===== src/rtl/inst_fetch.sv =====
// Instruction fetch unit: owns the fetch PC, issues one 32-bit read at a time
// to the memory controller and pushes each returned word into the instruction queue.
module inst_fetch #(
  parameter int                    ADDR_WIDTH = 32,
  parameter int                    INST_WIDTH = 32,
  parameter logic [ADDR_WIDTH-1:0] RESET_PC   = '0,
  parameter logic [INST_WIDTH-1:0] NOP_INST   = INST_WIDTH'(32'h00000013)
) (
  input  logic                  clk_in,
  input  logic                  rst_in,
  input  logic                  rdy_in,
  input  logic                  instqueue_if_full_in,
  output logic                  if_instqueue_en_out,
  output logic [INST_WIDTH-1:0] if_instqueue_inst_out,
  output logic [ADDR_WIDTH-1:0] if_instqueue_pc_out,
  output logic                  if_mc_en_out,
  output logic [ADDR_WIDTH-1:0] if_mc_addr_out,
  input  logic                  mc_if_rdy_in,
  input  logic [INST_WIDTH-1:0] mc_if_inst_in,
  input  logic                  rob_if_rst_in,
  input  logic [ADDR_WIDTH-1:0] rob_if_pc_in,
  input  logic                  bp_if_rst_in,
  input  logic [ADDR_WIDTH-1:0] bp_if_pc_in
);

  typedef enum logic [1:0] {IDLE, WAIT, DROP} state_t;

  state_t                state, state_nx;
  logic [ADDR_WIDTH-1:0] pc, pc_nx;
  logic                  mc_en_nx;
  logic [ADDR_WIDTH-1:0] mc_addr_nx;
  logic                  push_nx;
  logic [INST_WIDTH-1:0] inst_nx;
  logic [ADDR_WIDTH-1:0] push_pc_nx;

  logic                  redir;
  logic [ADDR_WIDTH-1:0] target;

  assign redir  = rob_if_rst_in | bp_if_rst_in;
  assign target = rob_if_rst_in ? rob_if_pc_in : bp_if_pc_in;

  always_comb begin
    state_nx   = state;
    pc_nx      = pc;
    mc_en_nx   = if_mc_en_out;
    mc_addr_nx = if_mc_addr_out;
    push_nx    = 1'b0;
    inst_nx    = if_instqueue_inst_out;
    push_pc_nx = if_instqueue_pc_out;
    case (state)
      IDLE: begin
        if (redir) begin
          pc_nx = target;
        end else if (!instqueue_if_full_in) begin
          mc_en_nx   = 1'b1;
          mc_addr_nx = pc;
          state_nx   = WAIT;
        end
      end
      WAIT: begin
        if (mc_if_rdy_in) begin
          mc_en_nx = 1'b0;
          state_nx = IDLE;
          if (redir) begin
            pc_nx = target;
          end else begin
            push_nx    = 1'b1;
            inst_nx    = mc_if_inst_in;
            push_pc_nx = pc;
            pc_nx      = pc + ADDR_WIDTH'(4);
          end
        end else if (redir) begin
          // Keep the request up: the controller must finish this read before we move on.
          pc_nx    = target;
          state_nx = DROP;
        end
      end
      DROP: begin
        if (redir) pc_nx = target;
        if (mc_if_rdy_in) begin
          mc_en_nx = 1'b0;
          state_nx = IDLE;
        end
      end
      default: state_nx = IDLE;
    endcase
  end

  always_ff @(posedge clk_in or negedge rst_in) begin
    if (!rst_in) begin
      state                 <= IDLE;
      pc                    <= RESET_PC;
      if_mc_en_out          <= 1'b0;
      if_mc_addr_out        <= '0;
      if_instqueue_en_out   <= 1'b0;
      if_instqueue_inst_out <= NOP_INST;
      if_instqueue_pc_out   <= '0;
    end else if (rdy_in) begin
      state                 <= state_nx;
      pc                    <= pc_nx;
      if_mc_en_out          <= mc_en_nx;
      if_mc_addr_out        <= mc_addr_nx;
      if_instqueue_en_out   <= push_nx;
      if_instqueue_inst_out <= inst_nx;
      if_instqueue_pc_out   <= push_pc_nx;
    end
  end

endmodule


===== config.mk =====
export PLATFORM = sky130hd
export DESIGN_NAME = inst_fetch
export DESIGN_NICKNAME = d
export VERILOG_FILES = /design/src/rtl/inst_fetch.sv
export SDC_FILE = /design/constraint.sdc
export NUM_CORES = 1
export LEC_CHECK = 0
export BUFFER_PORTS_ARGS = -buffer_cell sky130_fd_sc_hd__buf_2
export CORE_ASPECT_RATIO = 0.5
export CORE_MARGIN = 3
export CORE_UTILIZATION = 35
export DETAILED_ROUTE_END_ITERATION = 10
export PLACE_DENSITY_LB_ADDON = 0.08
export SYNTH_ARGS = -nofsm -noshare
export SYNTH_HDL_FRONTEND = slang
export SYNTH_SLANG_ARGS = --single-unit

===== constraint.sdc =====
create_clock -name clk_in -period 2.2 [get_ports clk_in]
set_input_delay 0.33 -clock clk_in [delete_from_list [all_inputs] [get_ports clk_in]]
set_output_delay 0.33 -clock clk_in [all_outputs]
set_load 0.05 [all_outputs]

==> summary.md <==
| Metric | Value |
|---|---|
| Status | completed |
| Placed Instances | 946 |
| Pre-Repair DR Iteration Count | 5 |
| CTS clock-pin slew for the worst setup and hold paths | around 0.06 ns |
| Worst setup SP type | flip-flop |
| Post-Syn Nets | 630 |
| Critical path buffers and inverters | 1 |
| Iteration-0 DRC Markers | 277 |
| Clk_lat worst skew | 0.42 ns |
| Depth of the CTS H-tree | 4 |
| Final Max Slew Viols | 0 |
| Effective utilization at floorplan | 0.368 |
| Setup Skew | a little over 0.007 ns |
| Vias in the first global route | 5,196 |
| Final ANT Viol Nets | 0 |
| Root buf cell | clkbuf_16 |
| Pre-CTS setup slack | 0.0400 ns |
| Sink Count | 132 |
| Final WS setup | 0.111 ns |
| FMAX | 479 MHz |
| Tmin final | 2.09 ns |
| First-pass GRT wire length | slightly below 30,000 um |
| Worst Tran Pin Value | 0.490 ns |
| Static Leakage | 0.00405 uW |
| Area fraction of the dominant cell type after synthesis | 0.522 |
| Cell Area, Synth | between 0.006 and 0.007 mm2 |
| Grt total ovfl | 0 |
| Largest net degree at the start of global routing | 50 |
| Nets | 849 |
| Dpl hpwl | 13,600 um |
| Main synth FF type | dfrtp_1 |
| Post-synth ARST share | 1.00 |
| Area leader, netlist | dfrtp_1 |
| Delay-heaviest family, CP | simple AND/OR/NAND/NOR gates |
| Input/output buffers | 200 |
| Netlist cell types | 62 |
| FF+latch area | around 0.0033 mm2 |
| Finished Layout Cells | just under 1,000 |
| Initial antenna violation count | 1 |
| Crit path max fanout | 5 |
| Hold Violations, Final | 0 |
| DR vias | 5,189 |
| Placer Congestion | 0.840 |
| Ys Warns | 0 |
| #FFs+latches synth | ~130 |
| CTS tree | built |
| RSZ-0062 raised after global routing | no |
| Height of the die | 100 um |
| Filler cells | 1,580 |
| Slowest stage delay, CP | roughly 0.51 ns |
| Die width | 194 um |
| Core ar. | 0.0168 mm2 |
| Crit end category | flip-flop |
| Num ports | around 200 |
| Final period util | 0.950 |
| Max clock buf depth | 2 |
| Final setup violating endpoints | 0 |
| GRT Total Usage | 0.195 |
| Number of flops mapped to enable cells by yosys | 0 |
| Slew HR | 0.673 |
| CP cell instances | inv_1 -> ha_1 -> or3b_4 -> nor2_4 -> nand4_4 -> or4_1 -> nand3_1 |
| Die area | 0.0194 mm2 |
| Multi-input logic area | 0.00273 mm2 |
| Cell count after synthesis | 522 |
| WL per Instance | 18.8 um |
| Setup tns final | 0 ns |
| Hold crit path type | input pin to flip-flop |
| Ant. Diodes | 0 |
| Post-Route WL | around 18,000 um |
| Slowest CP cell | or4_1 |
| Synth-to-Final Area Change | 35.3% |
| Via/cell ratio | between 5 and 6 |
| WP data required | 2.55 ns |
| P per Cell Area | 1480 mW/mm2 |
| CP Class | flip-flop to flip-flop |
| Peak supply drop | 911 uV |
| Max Cap Violations | 0 |
| Residual DRC | 0 |
| Rows | 33 |
| Mean Syn Cell Area | 11.8 um2 |
| Share of layout cells above drive strength 1 | 0.500 |
| TritonCTS Buffers | 17 |
| Data arrival, critical path | 2.44 ns |
| Dominant cells by area after synthesis | dfrtp_1 52%, mux2_2 17%, o21ai_0 2.4% |
| Seq/Total Area, Yosys | 0.535 |
==> power by group <==
part | leakage [uW] | switching, uW | internal (uW) | total, uW
Combinational | 0.00207 | 3770 | 1450 | 5220
Sequential | 0.00165 | 557 | 3320 | 3880
Clock | 0.000327 | 1040 | 2210 | 3260
==> synth_stat cells, types with 3 or more instances <==
library cell and number:
dfstp_2 3, inv_1 10, buf_2 15, o31ai_1 4
nand3_1 19, a22o_1 6, and3_1 8, o21ai_0 30
or4_1 3, mux2_2 91, o211ai_1 3, ha_1 5
clkbuf_1 14, and4_1 3, nor2_1 21, nand4_1 6
o22a_1 3, o22ai_1 9, nand2_1 31, a21oi_1 20
a22oi_1 11, mux2i_1 3, o2bb2ai_1 5, a221oi_1 7
o21a_1 4, dfrtp_1 129, nor4_1 7, a31oi_1 3
or3_1 3
==> area by class of cell <==
| class | count | area share |
|---|---|---|
| repair buffers | 233 | 0.158 |
| clock inverters | 9 | 0.0237 |
| well taps | 227 | 0.0340 |
| flip-flops and latches | 132 | 0.396 |
| inverters | 11 | 0.00494 |
| clock buffers | 23 | 0.0572 |
| multi-input cells | 346 | 0.327 |
==> placed cells by master (no fill, tap or decap), types with 3 or more instances in the layout <==
cell type,instances
buf_2,199
dfrtp_1,129
mux2_2,91
nand2_1,30
o21ai_0,30
buf_4,27
a21oi_1,20
nor2_1,20
nand3_1,19
clkbuf_16,17
a22oi_1,11
inv_1,10
o22ai_1,9
and3_1,8
a221oi_1,7
nand4_1,6
a22o_1,6
bufinv_16,6
o2bb2ai_1,5
nor4_1,5
buf_12,5
o21a_1,4
o31ai_1,4
ha_1,4
nor2_2,3
o22a_1,3
mux2i_1,3
o211ai_1,3
or4_1,3
nor4_2,3
a31oi_1,3
or3_1,3
clkbuf_1,3
clkbuf_8,3
dfstp_2,3
==> per-stage QoR <==
step	total power [uW]	utilization	hold slack, ns	instance area [um2]
4_1_cts	12500	0.494	0.123	8300
6_report	12400	0.497	0.143	8360
5_1_grt	12900	0.497	0.135	8360
3_5_place_dp	9150	0.453	0.306	7610
2_1_floorplan	7710	-	0.0344	6180
3_3_place_gp	9090	0.453	0.302	7610
==> what timing repair did <==
action                                 in CTS  in global routing
endpoints found under the hold margin      44                  0
gates resized for setup                     0                 11
setup endpoints to repair                   0                 13
hold buffers                                1                  0
setup buffers                               0                  2
==> worst paths after layout <==
check,start,to,slack [ns],depth (start not counted)
max,state[0]$_DFFE_PN0P_,pc[29]$_DFFE_PN0P_,0.11,7
min,mc_if_inst_in[31],if_instqueue_inst_out[31]$_DFFE_PN0P_,0.14,2
max reg2reg,state[0]$_DFFE_PN0P_,pc[29]$_DFFE_PN0P_,0.11,7
min reg2reg,if_mc_addr_out[2]$_DFFE_PN0P_,if_mc_addr_out[2]$_DFFE_PN0P_,0.48,2
max in group asynchronous,rst_in,if_mc_addr_out[0]$_DFFE_PN0P_,1.17,3
min in group asynchronous,rst_in,if_instqueue_pc_out[10]$_DFFE_PN0P_,0.42,2
==> kinds of logic (layout without fill, tap and decap cells) <==
family	Yosys count	count (layout)	synth area share
adders and majority gates	5	5	0.0101
AOI/OAI and AO/OA	123	123	0.135
buffers and inverters	44	276	0.0312
and+or+nand+nor	124	124	0.117
DFF	132	132	0.535
muxes	94	94	0.171
==> worst reg2reg max path, stage by stage, from the launching register on <==
cell and delay (ns):
dfrtp_1 0.37, inv_1 0.07, ha_1 0.25, or3b_4 0.42
nor2_4 0.17, nand4_4 0.14, or4_1 0.51, nand3_1 0.10
==> state kept, by name, indices dropped and copies added (netlist names) <==
signal                 cells
if_instqueue_inst_out     32
if_mc_addr_out            32
if_instqueue_pc_out       32
if_mc_en_out               1
state                      2
if_instqueue_en_out        1
pc                        32
==> routing by layer <==
| layer | GRT usage | vias up | routed length, um |
|---|---|---|---|
| met2 | 0.294 | 177 | 8100 |
| met5 | 0 | - | 7 |
| met4 | 0.0562 | 2 | 190 |
| met1 | 0.276 | 2587 | 8810 |
| li1 | - | 2405 | - |
| met3 | 0.0577 | 18 | 1290 |
(Power assumes the default switching activity.)
